==> src/rtl/x_flashsm_mc_pkg.sv <==
// Shared definitions for the multi-channel LED flash generator.
//  - state_t : per-channel FSM encoding (value 3 is unused and recovers to IDLE)
//  - DEF_*   : default timing constants for a 40 MHz clock
package x_flashsm_mc_pkg;

  typedef enum logic [1:0] {
    IDLE  = 2'd0,
    FLASH = 2'd1,
    HWAIT = 2'd2
  } state_t;

  localparam int DEF_NCH    = 8;
  localparam int DEF_PRE    = 13;  // tick every 2^13 clocks
  localparam int DEF_CW     = 6;   // flash = 2^6 ticks = 13.1 ms @ 40 MHz
  localparam int DEF_BLK    = 10;  // blink half-period 2^22 clocks
  localparam int DEF_RETRIG = 1;
  localparam int DEF_INVERT = 0;

endpackage

==> src/rtl/x_flashsm_mc_if.sv <==
// LED control bundle between a status source and the flash generator.
//  trigger/hold/blink : per-channel requests
//  lamp_test          : force all LEDs on
//  out                : per-channel LED drive
//  active             : any channel busy
interface x_flashsm_mc_if #(
  parameter int NCH = 8
);
  logic [NCH-1:0] trigger;
  logic [NCH-1:0] hold;
  logic [NCH-1:0] blink;
  logic           lamp_test;
  logic [NCH-1:0] out;
  logic           active;

  modport master (
    output trigger, hold, blink, lamp_test,
    input  out, active
  );

  modport slave (
    input  trigger, hold, blink, lamp_test,
    output out, active
  );
endinterface

==> src/rtl/x_flashsm_mc_chan.sv <==
// One LED channel: flash FSM, tick counter and registered LED drive.
//  clock, reset_n    : system clock, synchronous active-low reset
//  tick, blink_phase : shared prescaler strobes from the top
//  trig, hold, blink, lt : registered per-channel controls / lamp test
//  out_q             : registered LED drive (already polarity-adjusted)
//  busy              : state != IDLE (combinational from the state flop)
module x_flashsm_mc_chan
  import x_flashsm_mc_pkg::*;
#(
  parameter int CW     = DEF_CW,
  parameter int RETRIG = DEF_RETRIG,
  parameter int INVERT = DEF_INVERT
) (
  input  logic clock,
  input  logic reset_n,
  input  logic tick,
  input  logic blink_phase,
  input  logic trig,
  input  logic hold,
  input  logic blink,
  input  logic lt,
  output logic out_q,
  output logic busy
);
  localparam logic INV = (INVERT != 0);
  localparam logic RT  = (RETRIG != 0);

  state_t        st;
  logic [CW-1:0] cnt;
  logic          on_w;

  // Blinking only blanks the LED in HWAIT, during the low half of the blink phase.
  assign on_w = (st != IDLE) && !((st == HWAIT) && blink && !blink_phase);
  assign busy = (st != IDLE);

  always_ff @(posedge clock) begin
    if (!reset_n) begin
      st    <= IDLE;
      cnt   <= '0;
      out_q <= INV;
    end else begin
      out_q <= (on_w | lt) ^ INV;
      case (st)
        IDLE: begin
          cnt <= '0;
          if (trig) st <= FLASH;
        end
        FLASH: begin
          // Retrigger wins over the terminal count in the same cycle.
          if (RT && trig) begin
            cnt <= '0;
          end else if (tick && (cnt == '1)) begin
            st  <= HWAIT;
            cnt <= '0;
          end else begin
            cnt <= cnt + CW'(tick);
          end
        end
        HWAIT: begin
          cnt <= '0;
          if (!hold) st <= IDLE;
        end
        default: begin
          st  <= IDLE;
          cnt <= '0;
        end
      endcase
    end
  end
endmodule

==> src/rtl/x_flashsm_mc.sv <==
// Multi-channel LED flash pulse generator.
//  clock   : system clock
//  reset_n : synchronous active-low reset
//  bus     : slave side of x_flashsm_mc_if (trigger/hold/blink/lamp_test in,
//            out/active out)
// One free-running prescaler is shared by all channels; its low PRE bits give
// the flash tick and its MSB gives the blink phase.
module x_flashsm_mc
  import x_flashsm_mc_pkg::*;
#(
  parameter int NCH    = DEF_NCH,
  parameter int PRE    = DEF_PRE,
  parameter int CW     = DEF_CW,
  parameter int BLK    = DEF_BLK,
  parameter int RETRIG = DEF_RETRIG,
  parameter int INVERT = DEF_INVERT
) (
  input  logic               clock,
  input  logic               reset_n,
  x_flashsm_mc_if.slave      bus
);
  localparam int PW = PRE + BLK;

  logic [PW-1:0]  pre;
  logic [NCH-1:0] trig_ff, hold_ff, blink_ff;
  logic           lt_ff;
  logic           active_q;
  logic [NCH-1:0] out_w, busy_w;
  logic           tick, blink_phase;

  assign tick        = (pre[PRE-1:0] == '1);
  assign blink_phase = pre[PW-1];

  always_ff @(posedge clock) begin
    if (!reset_n) begin
      pre      <= '0;
      trig_ff  <= '0;
      hold_ff  <= '0;
      blink_ff <= '0;
      lt_ff    <= 1'b0;
      active_q <= 1'b0;
    end else begin
      pre      <= pre + 1'b1;
      trig_ff  <= bus.trigger;
      // A live trigger also counts as hold so a held trigger parks in HWAIT.
      hold_ff  <= bus.hold | bus.trigger;
      blink_ff <= bus.blink;
      lt_ff    <= bus.lamp_test;
      active_q <= |busy_w;
    end
  end

  for (genvar i = 0; i < NCH; i++) begin : g_ch
    x_flashsm_mc_chan #(
      .CW(CW), .RETRIG(RETRIG), .INVERT(INVERT)
    ) u_ch (
      .clock      (clock),
      .reset_n    (reset_n),
      .tick       (tick),
      .blink_phase(blink_phase),
      .trig       (trig_ff[i]),
      .hold       (hold_ff[i]),
      .blink      (blink_ff[i]),
      .lt         (lt_ff),
      .out_q      (out_w[i]),
      .busy       (busy_w[i])
    );
  end

  assign bus.out    = out_w;
  assign bus.active = active_q;
endmodule
==> src/flat_wrapper.sv <==
// flat-port wrapper written by rule: the top's interface ports become plain ports
module x_flashsm_mc_flat import x_flashsm_mc_pkg::*;
#(
  parameter int NCH    = DEF_NCH,
  parameter int PRE    = DEF_PRE,
  parameter int CW     = DEF_CW,
  parameter int BLK    = DEF_BLK,
  parameter int RETRIG = DEF_RETRIG,
  parameter int INVERT = DEF_INVERT
)
  (clock, reset_n, bus_trigger, bus_hold, bus_blink, bus_lamp_test, bus_out, bus_active);
  x_flashsm_mc_if #(.NCH(NCH)) bus_i ();
  input  logic clock;
  input  logic reset_n;
  input wire logic [$bits(bus_i.trigger)-1:0] bus_trigger;
  input wire logic [$bits(bus_i.hold)-1:0] bus_hold;
  input wire logic [$bits(bus_i.blink)-1:0] bus_blink;
  input wire logic [$bits(bus_i.lamp_test)-1:0] bus_lamp_test;
  output wire logic [$bits(bus_i.out)-1:0] bus_out;
  output wire logic [$bits(bus_i.active)-1:0] bus_active;
  assign bus_i.trigger = bus_trigger;
  assign bus_i.hold = bus_hold;
  assign bus_i.blink = bus_blink;
  assign bus_i.lamp_test = bus_lamp_test;
  assign bus_out = bus_i.out;
  assign bus_active = bus_i.active;
  x_flashsm_mc #(.NCH(NCH), .PRE(PRE), .CW(CW), .BLK(BLK), .RETRIG(RETRIG), .INVERT(INVERT)) u_core (.clock(clock), .reset_n(reset_n), .bus(bus_i));
endmodule
==> config.mk <==
export PLATFORM = sky130hd
export DESIGN_NAME = x_flashsm_mc_flat
export DESIGN_NICKNAME = d
export VERILOG_FILES = /design/src/rtl/x_flashsm_mc_pkg.sv /design/src/rtl/x_flashsm_mc_if.sv /design/src/rtl/x_flashsm_mc_chan.sv /design/src/rtl/x_flashsm_mc.sv /design/src/flat_wrapper.sv
export SDC_FILE = /design/constraint.sdc
export NUM_CORES = 1
export LEC_CHECK = 0
export CORE_MARGIN = 1.5
export CORE_UTILIZATION = 44
export CTS_CLUSTER_DIAMETER = 80
export DETAILED_ROUTE_END_ITERATION = 12
export GPL_ROUTABILITY_DRIVEN = 1
export GPL_TIMING_DRIVEN = 0
export PLACE_DENSITY = 0.62
export RECOVER_POWER = 50
export SLEW_MARGIN = 20
export SYNTH_ARGS = -nofsm -noshare
export SYNTH_HDL_FRONTEND = slang
export SYNTH_SLANG_ARGS = --single-unit
==> constraint.sdc <==
create_clock -name clock -period 3.1 [get_ports clock]
set_input_delay 0.62 -clock clock [delete_from_list [all_inputs] [get_ports clock]]
set_output_delay 0.62 -clock clock [all_outputs]
set_load 0.005 [all_outputs]
==> results.toml, run 1 <==
[yosys]
async_reset_ff_share_pct = 0
synth.avg_cell_area_um2 = 9.13
yosysWarnings = 0
yosysSeqAreaShare_pct = 49.5
synthAdderAreaFrac_pct = 3.07
synth_top_family_by_area = "simple AND/OR/NAND/NOR gates"
synth_cell_types = 45
syn-num-nets = 575
synthMuxAreaShare_pct = 1.23
synth_top_area_share_pct = 49.5
ys_ff_latch = 121
synth_xor_area_share_pct = 6.80
ys_top_cells_by_count = "dfxtp_1 (121), nor2_1 (77), and2_1 (29), inv_1 (29), nand3_1 (27)"
yosys-top-cells-area = "dfxtp_1 (50%), nor2_1 (5.9%), xnor2_1 (3.9%)"
synthCells = 536
netlist_area_mm2 = 0.00489
synth-compound-area-share_pct = 9.56
yosys.area_share.simple_pct = 24.8
synth_ff_type = "dfxtp_1"
yosysMostFrequentCell = "dfxtp_1"
synth_edf_count = 0
yosys.area.top_type = "dfxtp_1"

[timing]
holdWs_ps = 460
rsz0062_at_grt = "false"
timing.fmax_mhz = 355
worstMarginPinSlew_ps = 680
slew_headroom_pct = 54.2
post-route-min-period_ps = 2820
tns_ps = 0
finClkSkew_ps = 9.47
setup_viol = 0
slew_violations = 0
fin_ws_ps = 283
hold_viol = 0
post-route-period-util_pct = 90.9

[pwr]
vdd.ir_drop.worst_mv = 0.400
total_power_mw = 3.83
p_per_area_mw_per_mm2 = 637
p_leak_nw = 2.20

[finish]
area_growth_syn_to_layout_pct = 22.9
final-instance-count-excl-fill = 741
final_net_count = 629
layout-drive-gt1-share_pct = 7.82
fin_util_pct = 55.5
final_area_mm2 = 0.00602
n_antenna_cell = 0

[detailed_routing]
ant_nets = 0
drcViolationCount = 0
top_layer = "met4"
dr.pass1.iters = 4
vias = 3776
wl_per_cell_um = 14.1
routed_wl_um = 10400
wl_met1_um = 5020
via_per_inst = 5.10
dr_wl_met2_um = 4870
drt_iter0_markers = 145
wl_met3_um = 401

[clock_tree]
cts_setup_buffers = 0
cts_buffers = 17
cts-root-buf = "clkbuf_8"
clock_latency_ps = 520
cts_resized = 0
cts.sinks = 121
path_clk_slew_ps = 60
cts_tree = "done"
htree_levels = 4
clockBufferDepth = 2
hold_buffers = 0

[worst_setup_path]
worstPathArrival_ps = 3220
cp-end-kind = "flop"
critPathLaunchType = "flop"
worstSetupPathType = "reg -> reg"
crit_fanout = 12
crit_required_ps = 3500

[place]
dpl_cell_area_mm2 = 0.00542
dp_hpwl_um = 7130
portBuffers = 35
gp_congestion = 0.809
dp.cells = 711
post-place-ws_ps = 91.5

[grt]
grt_max_degree = 17
antenna_found_initial = 0
grtUsageTotal_pct = 19.6
grt_pass1_wl_um = 17500
grt_overflow_total = 0
grt_pass1_vias = 3739

[die]
row_count = 38
io_pins = 36
coreArea_mm2 = 0.0108
fp.dieH_um = 108
initial_core_util_pct = 45.1
die_w_um = 108
dieArea_mm2 = 0.0118

[flow_run]
max-cap-violations = 0

[hold_path]
worstHoldPathType = "reg -> reg"

[run_status]
status = "finished clean"
[report_power, final]
| part | internal (mW) | leakage, nW | switching (mW) |
|---|---|---|---|
| Clock | 1.39 | 0.304 | 0.674 |
| Sequential | 1.59 | 0.987 | 0.0241 |
| Combinational | 0.0836 | 0.911 | 0.0674 |
| Total | 3.07 | 2.20 | 0.765 |
[sequential cells by signal (all words and copies together) (netlist names)]
name / cells
u_core.pre: 23
u_core.g_ch.u_ch.st: 16
u_core.blink_ff: 8
u_core.lt_ff: 1
u_core.trig_ff: 8
u_core.bus.active: 1
u_core.g_ch.u_ch.cnt: 48
u_core.hold_ff: 8
u_core.g_ch.u_ch.out_q: 8
[final cells by class]
cell class	instances	area (um^2)
Timing Repair Buffer	35	350
Inverter	29	109
Fill cell	987	4820
Sequential cell	121	2420
Buffer	24	130
Tap cell	140	175
Clock buffer	20	435
Clock inverter	10	175
Multi-Input combinational cell	362	2220
[kinds of logic (layout without fill, tap and decap cells)]
| group | Yosys count | in the layout |
|---|---|---|
| xor gates and xnor gates | 38 | 38 |
| and+or+nand+nor | 231 | 231 |
| AOI/OAI and AO/OA | 75 | 75 |
| buffers and inverters | 53 | 118 |
| DFF | 121 | 121 |
| muxes | 6 | 6 |
| adders and majority gates | 12 | 12 |
[layout by cell type (no fill, tap or decap), drive strengths merged, types with 2 or more instances in the layout]
cell	netlist	layout
xnor2	22	22
bufinv	0	5
and3	4	4
nor2	77	77
clkinv	0	5
nand3	28	28
o21ai	23	23
a21o	2	2
nand2b	6	6
inv	29	29
nor2b	4	4
a22o	2	2
mux2i	6	6
ha	12	12
a31o	5	5
clkbuf	8	30
a211oi	4	4
nor4	6	6
or3	8	8
nand4	10	10
a21boi	2	2
or4	6	6
buf	16	14
nor3	8	8
xor2	16	16
nor3b	3	3
o21a	2	2
clkdlybuf4s50	0	25
and4	3	3
nand4b	5	5
nand2	26	26
dfxtp	121	121
and2	29	29
and4b	4	4
dlygate4sd3	0	10
o31ai	11	11
nand3b	3	3
a21oi	20	20
[metal layers]
layer	GRT usage (%)	vias up
li1	-	1931
met1	24.8	1763
met2	31.2	68
met3	5.79	14
met4	8.18	0
met5	0	-
[worst max-delay path, stage by stage, from the launching register on]
cell and delay, ps:
dfxtp_1 380, ha_1 220, nand3_2 150, or4_1 480
buf_2 180, inv_1 90, buf_4 200, buf_4 260
ha_1 240, ha_1 200, nand3_1 110, xor2_1 150
nor2_1 50
[worst paths after layout]
check                                  startpoint                         end  slack [ps]  cells after the start
worst max-delay path                u_core.pre[0]  u_core.g_ch[1].u_ch.cnt[4]         280                     12
worst min-delay path            u_core.trig_ff[2]   u_core.g_ch[2].u_ch.st[0]         460                      2
worst max register to register      u_core.pre[0]  u_core.g_ch[1].u_ch.cnt[4]         280                     12
worst min register to register  u_core.trig_ff[2]   u_core.g_ch[2].u_ch.st[0]         460                      2
Note: power is estimated with default switching activity, not from simulation.
==> run 2, diff against run 1 <==
--- a/config.mk
+++ b/config.mk
@@ -7,7 +7,7 @@
 export LEC_CHECK = 0
 export CORE_MARGIN = 1.5
 export CORE_UTILIZATION = 44
-export CTS_CLUSTER_DIAMETER = 80
+export CTS_CLUSTER_DIAMETER = 40
 export DETAILED_ROUTE_END_ITERATION = 12
 export GPL_ROUTABILITY_DRIVEN = 1
 export GPL_TIMING_DRIVEN = 0
@@ -16,4 +16,5 @@
 export SLEW_MARGIN = 20
 export SYNTH_ARGS = -nofsm -noshare
 export SYNTH_HDL_FRONTEND = slang
+export SYNTH_HIERARCHICAL = 1
 export SYNTH_SLANG_ARGS = --single-unit
==> results.toml, run 2 <==
[run_status]
status = "complete, but fails checks"
failed_checks = "max-capacitance violations, max-slew violations"

[detailed_routing]
drcViolationCount = 0
via_per_inst = 5.05
dr.pass1.iters = 4
routed_wl_um = 9610
ant_nets = 0
vias = 3672
wl_per_cell_um = 13.2
drt_iter0_markers = 233

[worst_setup_path]
cp-end-kind = "flop"
critPathTopFamily = "buffers and inverters"
worstPathArrival_ps = 3130
crit_required_ps = 3450
worst-path-buf-inv = 3
cp_common_cell = "clkbuf_1"
worstSetupPathType = "in -> reg"
critPathLaunchType = "input port"
slowest_stage = "clkbuf_1"
crit_fanout = 41
path_cells = "clkbuf_1 -> clkbuf_1 -> clkbuf_1 -> o21a_1"
max_stage_delay_ps = 1230

[yosys]
yosysSeqAreaShare_pct = 48.7
yosysWarnings = 6
yosys.area_share.simple_pct = 23.8
synth_edf_count = 0
ys_ff_latch = 121
synth_cell_types = 44
yosysMostFrequentCell = "dfxtp_1"
ys_top_cells_by_count = "dfxtp_1 (121), nor2_1 (45), inv_1 (34)"
synth_top_family_by_area = "simple AND/OR/NAND/NOR gates"
synthAdderAreaFrac_pct = 4.27
synth_top_area_share_pct = 48.7
netlist_area_mm2 = 0.00498
synth_ff_type = "dfxtp_1"
synth-compound-area-share_pct = 13.6
yosys.area.top_type = "dfxtp_1"
synth.avg_cell_area_um2 = 9.59
synthCells = 519
synth_xor_area_share_pct = 5.63
synthMuxAreaShare_pct = 1.01
yosys-top-cells-area = "dfxtp_1 (49%), ha_1 (4.3%), and2_1 (3.9%)"
async_reset_ff_share_pct = 0
syn-num-nets = 563

[finish]
largest_reg_flops = 48
final_area_mm2 = 0.00610
fillers = 1009
biggestRegsByFlops = "u_core/g_ch.u_ch/cnt x48, u_core/pre x23, u_core/g_ch.u_ch/st x16"
largest_register = "u_core/g_ch.u_ch/cnt"
final-instance-count-excl-fill = 727
final_cell_mix = "dfxtp_1 (121), nor2_1 (45), inv_1 (34)"
area_growth_syn_to_layout_pct = 22.6
fin_util_pct = 55.8
layout.cells.most_common = "dfxtp_1"
layout-drive-gt1-share_pct = 11.2
n_antenna_cell = 0
final_net_count = 618

[clock_tree]
path_clk_slew_ps = 50
clockBufferDepth = 2
clock_latency_ps = 410
hold_buffers = 0
cts_setup_buffers = 0
cts-root-buf = "clkbuf_16"
cts_tree = "done"
cts_buffers = 17
cts_resized = 0
cts.sinks = 121
htree_levels = 4

[timing]
finClkSkew_ps = 8.10
slew_violations = 42
hold_viol = 0
setup_viol = 0
post-route-period-util_pct = 89.5
slew_headroom_pct = -17.1
fin_ws_ps = 324
timing.fmax_mhz = 360
rsz0062_at_grt = "false"
post-route-min-period_ps = 2780
worstMarginPinSlew_ps = 1760

[pwr]
p_per_area_mw_per_mm2 = 610
vdd.ir_drop.worst_mv = 0.468
total_power_mw = 3.72
p_leak_nw = 2.31

[die]
dieArea_mm2 = 0.0120
io_pins = 36
fp.dieH_um = 109
die_w_um = 109
coreArea_mm2 = 0.0109
initial_core_util_pct = 45.5
row_count = 38

[flow_run]
max-cap-violations = 1

[place]
gp_congestion = 0.768
dpl_cell_area_mm2 = 0.00552
portBuffers = 35
post-place-ws_ps = 194
dp.cells = 695
dp_hpwl_um = 6600

[grt]
grtUsageTotal_pct = 17.8
antenna_found_initial = 0
grt_overflow_total = 0
grt_max_degree = 42
grt_pass1_vias = 3510
grt_pass1_wl_um = 16100

[hold_path]
worstHoldPathType = "reg -> reg"
-- run 2: layout make-up --
| type | instances | area (um^2) | share of cell area, % |
|---|---|---|---|
| plain buffers | 6 | 23.8 | 0.389 |
| clock buffers | 24 | 492 | 8.05 |
| clock inverters | 8 | 92.6 | 1.52 |
| inverters | 34 | 128 | 2.09 |
| multi-input cells | 358 | 2420 | 39.6 |
| flip-flops and latches | 121 | 2420 | 39.7 |
| well taps | 140 | 175 | 2.87 |
| repair buffers | 36 | 352 | 5.76 |
-- run 2: metrics by stage --
step | setup TNS (ps) | hold WS (ps)
final | 0 | 462
after global routing | 0 | 496
after CTS | 0 | 465
after detailed placement | 0 | 455
after global placement | -49000 | 429
after floorplan | 0 | 417
-- run 2: per-layer routing --
layer / GRT usage, % / vias to the layer above / share of wire, %
met4: 7.61 / 0 / 1.0
met5: 0 / - / 0
met3: 6.40 / 10 / 3.0
met2: 28.5 / 45 / 47
li1: - / 1901 / -
met1: 21.7 / 1716 / 49
-- run 2: kinds of logic after synthesis --
family          Yosys count
flops                   121
xor+xnor                 32
simple gates            215
buf+inv                  40
compound gates           89
fa+ha+maj                17
mux                       5
-- run 2: path summary, 6_finish.rpt --
| path | cells past startpoint | from | slack, ps | endpoint |
|---|---|---|---|---|
| setup reg to reg | 8 | u_core/pre[0] | 360 | u_core/g_ch[3].u_ch/cnt[5] |
| hold / removal | 2 | u_core/trig_ff[6] | 460 | u_core/g_ch[6].u_ch/st[0] |
| hold reg to reg | 2 | u_core/trig_ff[6] | 460 | u_core/g_ch[6].u_ch/st[0] |
| setup / recovery | 4 | reset_n | 320 | u_core/hold_ff[1] |
-- run 2: worst min-delay path, stage by stage, from the launching register on --
cell,delay [ps]
dfxtp_1,310
inv_1,50
a21oi_1,60
-- run 2: report_power, final --
group / switching (mW) / internal, mW
Clock: 0.662 / 1.26
Sequential: 0.0271 / 1.60
Combinational: 0.0778 / 0.0956
